`config.mk`:
```
export PLATFORM = sky130hd
export DESIGN_NAME = c3lib_en_debounce_lcell
export DESIGN_NICKNAME = d
export VERILOG_FILES = /design/src/rtl/c3lib_en_debounce_lcell.sv
export SDC_FILE = /design/constraint.sdc
export NUM_CORES = 1
export LEC_CHECK = 0
export BUFFER_PORTS_ARGS = -buffer_cell sky130_fd_sc_hd__buf_2
export CORE_MARGIN = 5
export CORE_UTILIZATION = 47
export DETAILED_ROUTE_END_ITERATION = 6
export HOLD_SLACK_MARGIN = 0.15
export PLACE_DENSITY_LB_ADDON = 0.12
export SLEW_MARGIN = 0
export SYNTH_ARGS = -nofsm -noshare
export SYNTH_HDL_FRONTEND = slang
export SYNTH_SLANG_ARGS = --single-unit
```
`constraint.sdc`:
```
create_clock -name clk -period 1.7 [get_ports clk]
set_clock_uncertainty 0.1 [all_clocks]
set_input_delay 0.085 -clock clk [delete_from_list [all_inputs] [get_ports clk]]
set_output_delay 0.085 -clock clk [all_outputs]
set_load 0.1 [all_outputs]
```
`src/rtl/c3lib_en_debounce_lcell.sv`:
```
// Debounced, hysteresis-qualified enable for the NAND2 gating lcell enable leg.
// Define C3LIB_EN_DEBOUNCE_SYNC_EN to insert a 2-flop synchronizer on en_async.
module c3lib_en_debounce_lcell #(
    parameter int   CNT_WIDTH = 4,
    parameter logic RST_VAL   = 1'b0
) (
    input  logic                 clk,
    input  logic                 rst,
    input  logic                 en_async,
    input  logic [CNT_WIDTH-1:0] hold_cnt,
    output logic                 en_out,
    output logic                 evt_pulse,
    output logic                 busy
);

    typedef enum logic [1:0] {
        ST_OFF       = 2'd0,
        ST_RISE_WAIT = 2'd1,
        ST_ON        = 2'd2,
        ST_FALL_WAIT = 2'd3
    } state_t;

    localparam state_t RST_STATE = RST_VAL ? ST_ON : ST_OFF;

    logic s_q;

`ifdef C3LIB_EN_DEBOUNCE_SYNC_EN
    logic sync1_q;

    // Flops reset to RST_VAL so the FSM sees no request right after reset.
    always_ff @(posedge clk) begin
        if (rst) begin
            sync1_q <= RST_VAL;
            s_q     <= RST_VAL;
        end else begin
            sync1_q <= en_async;
            s_q     <= sync1_q;
        end
    end
`else
    always_ff @(posedge clk) begin
        if (rst) s_q <= RST_VAL;
        else     s_q <= en_async;
    end
`endif

    state_t               state_q;
    logic [CNT_WIDTH-1:0] cnt_q;
    logic [CNT_WIDTH-1:0] cnt_d;
    logic                 en_q;
    logic                 evt_q;

    // Saturating increment; the >= compare keeps a saturated count qualifying.
    assign cnt_d = (&cnt_q) ? cnt_q : cnt_q + 1'b1;

    always_ff @(posedge clk) begin
        if (rst) begin
            state_q <= RST_STATE;
            cnt_q   <= '0;
            en_q    <= RST_VAL;
            evt_q   <= 1'b0;
        end else begin
            evt_q <= 1'b0;
            case (state_q)
                ST_OFF: begin
                    if (s_q) begin
                        state_q <= ST_RISE_WAIT;
                        cnt_q   <= '0;
                    end
                end
                ST_RISE_WAIT: begin
                    // Abort is checked first so it wins over a same-cycle qualify.
                    if (!s_q) begin
                        state_q <= ST_OFF;
                    end else if (cnt_q >= hold_cnt) begin
                        state_q <= ST_ON;
                        en_q    <= 1'b1;
                        evt_q   <= 1'b1;
                    end else begin
                        cnt_q <= cnt_d;
                    end
                end
                ST_ON: begin
                    if (!s_q) begin
                        state_q <= ST_FALL_WAIT;
                        cnt_q   <= '0;
                    end
                end
                ST_FALL_WAIT: begin
                    if (s_q) begin
                        state_q <= ST_ON;
                    end else if (cnt_q >= hold_cnt) begin
                        state_q <= ST_OFF;
                        en_q    <= 1'b0;
                        evt_q   <= 1'b1;
                    end else begin
                        cnt_q <= cnt_d;
                    end
                end
                default: begin
                    state_q <= RST_STATE;
                    cnt_q   <= '0;
                    en_q    <= RST_VAL;
                end
            endcase
        end
    end

    assign en_out    = en_q;
    assign evt_pulse = evt_q;
    assign busy      = (state_q == ST_RISE_WAIT) || (state_q == ST_FALL_WAIT);

endmodule

```
Word level (Yosys, flattened, before mapping)
Cells that the tools add are included.
W data, S select, Z words.

cells by class
  reductions and logical operators = 7
  mux-type cells = 23
  equality and inequality tests = 11
  add/sub/neg operators = 1
  $lt $le $gt $ge = 1

operators by type and width
  operator               number
  $mux W4                6
  $pmux W4 S4            1
  $mux W2                6
  $ne A2 B2 Y1 const B   6
  $reduce_and A4 Y1      3
  $pmux W2 S4            1
  $mux W1                7
  $ne A3 B3 Y1 const B   2
  $reduce_and A5 Y1      1
  $add A4 B1 Y4 const B  1
  $eq A2 B2 Y1 const B   2
  $ge A4 B4 Y1           1
  $pmux W1 S2            2
  $eq A2 B1 Y1 const B   1
  $logic_not A2 Y1       1
  $reduce_bool A2 Y1     1
  $logic_or A1 B1 Y1     1

word-level totals
  output and inout port bits = 3
  bits in registers = 9
  word-level logic and storage cells = 48

Depth between registers and ports, before layout
Gate-level depths: netlist of the first run.

  depth in word-level cells = 5
  gate-level depth with buffers = 6

Worst setup path before layout of the first run
OpenSTA, ideal clock, no wires.

  path type = reg2reg
  start = reg cnt_q[0]
  end = reg cnt_q[3]
  period minus slack after synthesis = 1,793 ps
  data required time = 1,480 ps
  cell stages (with the launch flop) = 7
  path slack = -93 ps
  buffers on the path = 0
  arrival = 1,573 ps
  path through = dfxtp_1 inv_1 ha_1 nand2b_4 a2111oi_4 nor2_1 a211o_1

on the way
  word-level cells in the longest chain between the ends = 5
  elaborated cells between the ends (all ways) = 8

RTL lines
  what                                                       line    text
  start: declaration                                         48      logic [CNT_WIDTH-1:0] cnt_q;
  start signal: assignment                                   80      cnt_q <= cnt_d;
  start signal: assignment                                   97      cnt_q <= cnt_d;
  $add A4 B1 Y4 / $reduce_and A4 Y1 (equally long branches)  54      assign cnt_d = (&cnt_q) ? cnt_q : cnt_q + 1'b1;
  $mux W4                                                    54
  $mux W4 *                                                  75, 92
  $mux W4, on equally long branches                          90, 73
  $pmux W4 S4 *                                              64      case (state_q)

Every way passes the cells marked *; elsewhere a longest branch is shown, timed or not. The select of a mux whose other input is x is not followed.
A chain may end at the register's enable or synchronous reset.

==> impl_results.md, run 1 <==
* Status: finished with violations
* Violated checks: setup timing
* Final WS setup at -1.60 ps
* Final slew viol count at 0
* Worst R2R Start: cnt_q[0]$_SDFFE_PP0P_
* Filler cells at 97
* WL final at 1630 um
* Multi-input logic area at 488 um^2
* Grt peak-use layer: met2
* Worst slew pin tran at 494 ps
* Worst VDD drop at 362 uV
* Crit path kind: flop to flop
* Met1 GRT Util at 0.232
* Routed WL per cell at 14.8 um
* Hold_sp: hold_cnt[1]
* GRT Util Overall at 0.185
* Cell count along the critical path at 7
* Setup WS pre-CTS at -22.3 ps
* Period utilization at 1.00
* Critical Path End Type: flop
* Critical Path, Cell by Cell: inv_2 > ha_4 > nand2b_4 > a2111oi_4 > buf_4 > o31ai_4 > a21oi_2
* Cell family with the largest share of critical-path delay: compound AO/OA/AOI/OAI gates
* Top-area cell type share of the netlist area at 0.287
* Sum of buffers and inverters on the critical path at 2
* Core Box Area at 1280 um^2
* Core Util, Final at 0.709
* Layout cells sized above 1 at 0.484
* Synth cell types at 35
* Root Buffer: clkbuf_4
* CTS tree: built
* Gp weighted congestion at just under 0.9
* Clock latency on the worst-skew pair at 270 ps
* Depth of the CTS H-tree at 1
* Pre-antenna DRT Iters at 3
* 1st-iter DRT viols at 14
* Asr flop ratio synth at 0
* Hold WC Path Type: primary input to flop
* Syn avg cell area at 9.08 um^2
* Synth top area cells: dfxtp_1, ha_1, a2111oi_4
* Worst-path clk slew at ~60 ps
* Non-filler cells, final at 110
* Initial Util at 0.488
* Most common cell after layout, fill and taps aside: buf_4
* Final min period at 1700 ps
* Largest net degree at the start of global routing at 11
* P per Cell Area at slightly below 600 nW/um^2
* CP peak stage delay at 420 ps
* Buffers on Ports at 9
* WP data required at 1800 ps
* Synthesized flop and latch total at 9
* Die height at 46.5 um
* Global-route wire length before repair at 2690 um
* Worst-case reg-to-reg path depth at 7
* Area growth from synthesis to layout at 45.3%
* Leak Pwr at 0.000406 uW
* Cell area after synthesis at 627 um^2
* Net Count, Synth at 81
* Crit-path max FO at 3
* Most frequent cells in the layout: buf_4, buf_2, dfxtp_1
* Reg area at ~180 um^2
* Max Fclk at a little under 600 MHz
* Initial antenna violation count at 0
* Remaining routing DRC violations at 0
* Max-Cap Viols at 0
* Startpoint Class: flop
* Congestion Overflow GR at 0
* Hold Path End: state_q[0]$_SDFFE_PP0P_
* Vias/cell at 5.46
* Vias at approximately 600
* CTS Sinks at 9
* Slowest cell on the critical path: a2111oi_4
* IO Pins at 10
* Met3 Usage GRT at 0.0586
* Ys flop type: dfxtp_1
* Hpwl dp at 1140 um
* Post-synthesis instance total at 69
* Arr. time, crit path at 1800 ps
* Hold Path Stages at 6
* RSZ-0062 raised after global routing: yes
* Die ar. at 2160 um^2
* R2r setup slk at -2 ps
* M2 GR Usage at 0.269
* Pwr Total at 529 uW
* EDFF count, synth at 0
* Nets at ~110
* Slew HR at 0.673
* Total CTS buffers at 3
* Max clock buf depth at 2
* Yosys warning total at 0
* Row count at 13
* Routed Antenna Nets at 0
* N_diodes at 0
* Worst Hold Slack at 378 ps
* Placed cells at 101
* DIE WIDTH at 46.5 um
* Setup violations, final at 2
* Vias in the first global route at roughly 570
* Endpoints failing hold at 0
* Area leader, netlist: dfxtp_1
* Seq/Total Area, Yosys at 0.287
-- logic make-up after synthesis --
logic type,count (synthesis),share of synthesized area
flip-flops,9,0.287
AO/OA/AOI/OAI,17,0.250
buffers and inverters,10,0.0619
XOR/XNOR,1,0.0140
adder cells (fa/ha/maj),5,0.0998
multiplexers,2,0.0319
AND/OR/NAND/NOR,25,0.255
-- worst max-delay path by stage --
stage / startpoint / end / slack [ps]
2_1_floorplan: cnt_q[0]$_SDFFE_PP0P_ / cnt_q[3]$_SDFFE_PP0P_ / 30
3_3_place_gp: cnt_q[0]$_SDFFE_PP0P_ / cnt_q[3]$_SDFFE_PP0P_ / 7
3_5_place_dp: cnt_q[0]$_SDFFE_PP0P_ / cnt_q[3]$_SDFFE_PP0P_ / -20
4_1_cts: cnt_q[0]$_SDFFE_PP0P_ / cnt_q[2]$_SDFFE_PP0P_ / 1
5_1_grt: cnt_q[0]$_SDFFE_PP0P_ / cnt_q[3]$_SDFFE_PP0P_ / -100
6_report: cnt_q[0]$_SDFFE_PP0P_ / flop / -2
-- worst reg2reg max path, stage by stage (launching register included) --
cell,delay [ps]
dfxtp_2,320
inv_2,70
ha_4,190
nand2b_4,150
a2111oi_4,420
buf_4,200
o31ai_4,70
a21oi_2,130
-- stage by stage --
| stage | setup TNS [ps] | area (um^2) |
|---|---|---|
| floorplan | 0 | 636 |
| global placement | 0 | 766 |
| detailed placement | -22.9 | 766 |
| CTS | 0 | 866 |
| global route | -323 | 911 |
| finish | -3.01 | 911 |
-- cells in the mapped netlist (4+ instances only) --
master / instances
dfxtp_1: 9
ha_1: 5
inv_1: 6
nand2_1: 5
nand3_1: 4
-- layer usage --
| metal | up-vias | part of all wire |
|---|---|---|
| met1 | 276 | 0.46 |
| met3 | 4 | 0.042 |
| met4 | 0 | 0.025 |
| met5 | - | 0 |
| met2 | 8 | 0.47 |
| li1 | 313 | - |
-- what timing repair did --
item | CTS | global route
pin swaps | 2 | 1
endpoints found under the setup margin | 4 | 6
hold endpoints to repair | 4 | 0
setup buffers | 2 | 0
hold buffers | 3 | 0
resized for setup | 4 | 8
-- where the power goes --
part	switching [uW]	leakage (uW)	internal [uW]
sequential	6.84	0.0000742	218
clock	76.9	0.0000150	90.6
combinational	84.5	0.000317	52.3
-- area by class of cell --
cell class | instances | share of cell area
Timing Repair Buffer | 24 | 0.181
Multi-Input combinational cell | 50 | 0.536
Tap cell | 15 | 0.0206
Sequential cell | 9 | 0.201
Inverter | 8 | 0.0330
Clock buffer | 4 | 0.0288
Note: power is estimated with default switching activity, not from simulation.
==> run 2, diff against run 1 <==
Settings changed: CORE_AREA from default to 5 5 42 44, CORE_MARGIN 5 to default, CORE_UTILIZATION 47 to default, DIE_AREA from default to 0 0 47 49.
Clock period 1.7 ns to 2.05 ns, I/O delays scaled along.
==> impl_results.md, run 2 (synthesized netlist as in run 1, its figures left out) <==
* DIE WIDTH at ~47 um
* Vias in the first global route at 587
* Depth of the CTS H-tree at 1
* Period utilization at 0.923
* Layout cells sized above 1 at 0.274
* Uppermost layer routed: met4
* Crit-path max FO at 5
* Worst VDD drop at about 330 uV
* Filler cells at approximately 150
* Worst Hold Slack at 379 ps
* Total CTS buffers at 3
* Worst R2R Start: cnt_q[0]$_SDFFE_PP0P_
* Max-Cap Viols at 0
* Hold WC Path Type: primary input to flop
* Core Box Area at ~1400 um^2
* Largest net degree at the start of global routing at 11
* IO Pins at 10
* Row count at 14
* RSZ-0062 raised after global routing: no
* 1st-iter DRT viols at 9
* N_diodes at 0
* Endpoints failing hold at 0
* Metal-1 WL at a little under 600 um
* Arr. time, crit path at 1940 ps
* Remaining routing DRC violations at 0
* Root Buffer: clkbuf_4
* Vias at 563
* Worst-path clk slew at 60 ps
* Final min period at between 1500 and 2000 ps
* Gate power share at 0.226
* Vias/cell at around 5.6
* CTS Sinks at 9
* Initial antenna violation count at 0
* Setup TNS at 0 ps
* Crit path kind: flop to flop
* Startpoint Class: flop
* Gp weighted congestion at 0.764
* Leak Pwr at around 0.00035 uW
* Status: completed
* GRT Util Overall at 0.146
* Routed Antenna Nets at 0
* Hpwl dp at 1060 um
* Die height at around 49 um
* WL final at around 1300 um
* Initial Util at 0.447
* WP data required at 2100 ps
* Critical path endpoint: cnt_q[3]$_SDFFE_PP0P_
* Slew HR at 0.677
* Worst slew pin tran at ~500 ps
* Nets at 97
* Area growth from synthesis to layout at 19.6%
* WL met2 at 625 um
* Setup violations, final at 0
* Buffers on Ports at 9
* Max clock buf depth at 2
* Max Fclk at 529 MHz
* Worst-case reg-to-reg path depth at 6
* Routed WL per cell at between 10 and 15 um
* Net Sw Power at 124 uW
* Met3 routed wirelength at 59 um
* R2r setup slk at 160 ps
* Int Pwr at 288 uW
* Critical Path End Type: flop
* Clock latency on the worst-skew pair at 260 ps
* Pre-antenna DRT Iters at 3
* R2r endpoint: cnt_q[3]$_SDFFE_PP0P_
* Crit. Startpoint: cnt_q[0]$_SDFFE_PP0P_
* Global-route wire length before repair at 2480 um
* P per Cell Area at 550 nW/um^2
* Sw frac at 0.301
* Post-CTS Setup Bufs at 0
* Congestion Overflow GR at 0
* Hold_sp: hold_cnt[3]
* Clock share of power at 0.324
* Final slew viol count at 0
* Flop pwr share at 0.451
* Most frequent cells in the layout: dfxtp_1, buf_2, inv_1
* Die ar. at 2300 um^2
* CTS tree: built
run 2: cell types whose count changed in the layout (fill, tap and decap cells not counted), moves of 2 or more:
| cell | before | now |
|---|---|---|
| a21oi_2 | 2 | 0 |
| ha_1 | 1 | 5 |
| a21oi_1 | 0 | 2 |
| dfxtp_2 | 2 | 0 |
| dfxtp_1 | 7 | 9 |
| ha_4 | 3 | 0 |
| buf_4 | 12 | 1 |
run 2: worst min-delay path by stage:
stage                       endpoint  slack (ps)  cells past startpoint
4_1_cts        cnt_q[1]$_SDFFE_PP0P_         380                      5
3_3_place_gp          s_q$_SDFF_PP0_         210                      2
5_1_grt        cnt_q[0]$_SDFFE_PP0P_         430                      5
6_report       cnt_q[1]$_SDFFE_PP0P_         380                      5
3_5_place_dp          s_q$_SDFF_PP0_         230                      2
2_1_floorplan                   flop          70                      1
run 2: stage by stage:
stage,instances,instance area [um^2],power [uW],setup WS (ps),util
6_report,100,749,412,158,0.535
5_1_grt,100,749,443,20.4,0.535
3_3_place_gp,93,691,278,183,0.493
4_1_cts,100,747,417,119,0.533
3_5_place_dp,93,691,278,129,0.493
2_1_floorplan,69,627,259,257,-
run 2: repair_timing:
action,4_1_cts,5_1_grt
gates resized for setup,0,1
endpoints found under the hold margin,4,0
hold buffers,3,0
endpoints found under the setup margin,0,1
run 2: power by group through the flow:
| stage | combinational, uW | sequential, uW | clock [uW] |
|---|---|---|---|
| detailed placement | 88.6 | 190 | 0 |
| CTS | 93.1 | 186 | 138 |
| finish | 93.1 | 186 | 133 |
| global route | 102 | 187 | 155 |
| floorplan | 46.6 | 212 | 0 |
| global placement | 88.1 | 190 | 0 |
run 2: metal layers:
| layer | vias to the layer above | global-route usage |
|---|---|---|
| li1 | 291 | - |
| met1 | 256 | 0.177 |
| met2 | 11 | 0.224 |
| met3 | 5 | 0.0295 |
| met4 | 0 | 0.0922 |
| met5 | - | 0 |
run 2: final cells by class:
class | instances | area, um^2 | share of cell area
repair buffers | 13 | 82.6 | 0.110
clock buffers | 4 | 26.3 | 0.0351
flip-flops and latches | 9 | 180 | 0.240
well taps | 16 | 20.0 | 0.0267
multi-input cells | 50 | 410 | 0.548
inverters | 8 | 30.0 | 0.0401
run 2: critical path, stage by stage (launching register included):
cell and delay, ps:
dfxtp_1 370, inv_1 70, ha_1 270, nand2b_4 160, a2111oi_4 410, nor2_2 130, a211o_1 270
==> run 3, diff against run 2 <==
Settings changed: CELL_PAD_IN_SITES_DETAIL_PLACEMENT from default to 1, CELL_PAD_IN_SITES_GLOBAL_PLACEMENT from default to 2, CORE_AREA 5 5 42 44 to default, CORE_MARGIN from default to 5, CORE_UTILIZATION from default to 34, DIE_AREA 0 0 47 49 to default.
==> impl_results.md, run 3 (synthesized netlist as in run 1, its figures left out) <==
* Gate power share at 0.231
* Leak Pwr at 0.000351 uW
* Core Util, Final at 0.438
* Grt peak-use layer: met2
* Final slew viol count at 0
* Largest net degree at the start of global routing at 11
* Die ar. at ~2800 um^2
* Congestion Overflow GR at 0
* Met1 GRT Util at 0.173
* Worst slew pin tran at slightly below 500 ps
* Max-Cap Viols at 0
* Hold WC Path Type: flop to flop
* Initial Util at 0.359
* Pre-antenna DRT Iters at 4
* Startpoint Class: flop
* Final min period at 1920 ps
* Crit path kind: flop to flop
* Max clock buf depth at 2
* Row count at 15
* WL final at 1580 um
* Worst-path clk slew at 60 ps
* Max Fclk at 520 MHz
* Clock share of power at 0.325
* Endpoints failing hold at 0
* Root Buffer: clkbuf_4
* Flop pwr share at 0.444
* Int Pwr at ~290 uW
* Status: completed
* Nets at 97
* Net Sw Power at 129 uW
* CTS Sinks at 9
* Area growth from synthesis to layout at 22.0%
* Vias in the first global route at between 500 and 600
* Setup violations, final at 0
* Setup TNS at 0 ps
* M2 GR Usage at 0.202
* P per Cell Area at between 500 and 600 nW/um^2
* Routed Antenna Nets at 0
* Die height at roughly 53 um
* Setup WS pre-CTS at 102 ps
* GRT Util Overall at 0.135
* Filler cells at ~210
* Buffers on Ports at 9
* CTS tree: built
* Hpwl dp at 1180 um
* IO Pins at 10
* Reg area at 180 um^2
* Critical Path End Type: flop
* Routed WL per cell at 14.5 um
* Core Box Area at 1750 um^2
* Depth of the CTS H-tree at 1
* RSZ-0062 raised after global routing: no
* Gp weighted congestion at 0.719
* Sw frac at 0.309
* Placed cells at between 100 and 150
* Layout cells sized above 1 at 0.286
* 1st-iter DRT viols at 5
* Final WS setup at between 100 and 150 ps
* Met3 Usage GRT at 0.0423
* Arr. time, crit path at 1970 ps
* Slew HR at 0.678
* Period utilization at 0.939
* Crit-path max FO at 5
* Total CTS buffers at 3
* Global-route wire length before repair at 2680 um
* Clock latency on the worst-skew pair at 260 ps
* Worst VDD drop at 304 uV
* Most frequent cells in the layout: dfxtp_1, buf_2, inv_1
* Vias at 580
* Remaining routing DRC violations at 0
* Initial antenna violation count at 0
* WP data required at approximately 2100 ps
* Pwr Total at 418 uW
* Vias/cell at 5.32
* Multi-input logic area at 414 um^2
* Non-filler cells, final at 109
* DIE WIDTH at 52.9 um
* N_diodes at 0
run 3: critical path, cell delays in order (launching register included):
cell,delay [ps]
dfxtp_1,380
inv_1,80
ha_1,270
nand2b_4,160
a2111oi_4,420
nor2_2,140
a211o_1,270
run 3: worst paths after layout:
| kind | startpoint | end | slack [ps] | cells after the start |
|---|---|---|---|---|
| worst min register to register | cnt_q[0]$_SDFFE_PP0P_ | cnt_q[0]$_SDFFE_PP0P_ | 400 | 2 |
| worst max-delay path | cnt_q[0]$_SDFFE_PP0P_ | cnt_q[3]$_SDFFE_PP0P_ | 130 | 6 |
| worst max register to register | cnt_q[0]$_SDFFE_PP0P_ | cnt_q[3]$_SDFFE_PP0P_ | 130 | 6 |
| worst min-delay path | cnt_q[0]$_SDFFE_PP0P_ | cnt_q[0]$_SDFFE_PP0P_ | 400 | 2 |
run 3: final cells by class:
cell class	count	share of cell area
Sequential cell	9	0.236
Tap cell	25	0.0409
Multi-Input combinational cell	50	0.542
Timing Repair Buffer	13	0.108
Clock buffer	4	0.0344
Inverter	8	0.0393
run 3: per-stage QoR:
step	area (um^2)	hold WS [ps]
6_report	764	403
5_1_grt	764	422
4_1_cts	758	368
3_5_place_dp	702	221
3_3_place_gp	702	217
2_1_floorplan	627	71.6
run 3: layer usage:
metal	wire length [um]	vias to the layer above
met1	776	275
met5	0	-
met3	57	2
met4	13	0
li1	-	294
met2	729	9
run 3: what timing repair did:
item                                   CTS  global route
hold buffers                             3             0
endpoints found under the hold margin    3             0
setup endpoints to repair                0             1
setup buffers                            0             0
resized for setup                        0             2
run 3: power by group through the flow:
stage / Combinational, uW / Clock (uW) / Sequential, uW
2_1_floorplan: 46.6 / 0 / 212
3_3_place_gp: 90.6 / 0 / 189
3_5_place_dp: 90.3 / 0 / 190
4_1_cts: 95.0 / 144 / 186
5_1_grt: 103 / 159 / 186
6_report: 96.6 / 136 / 186
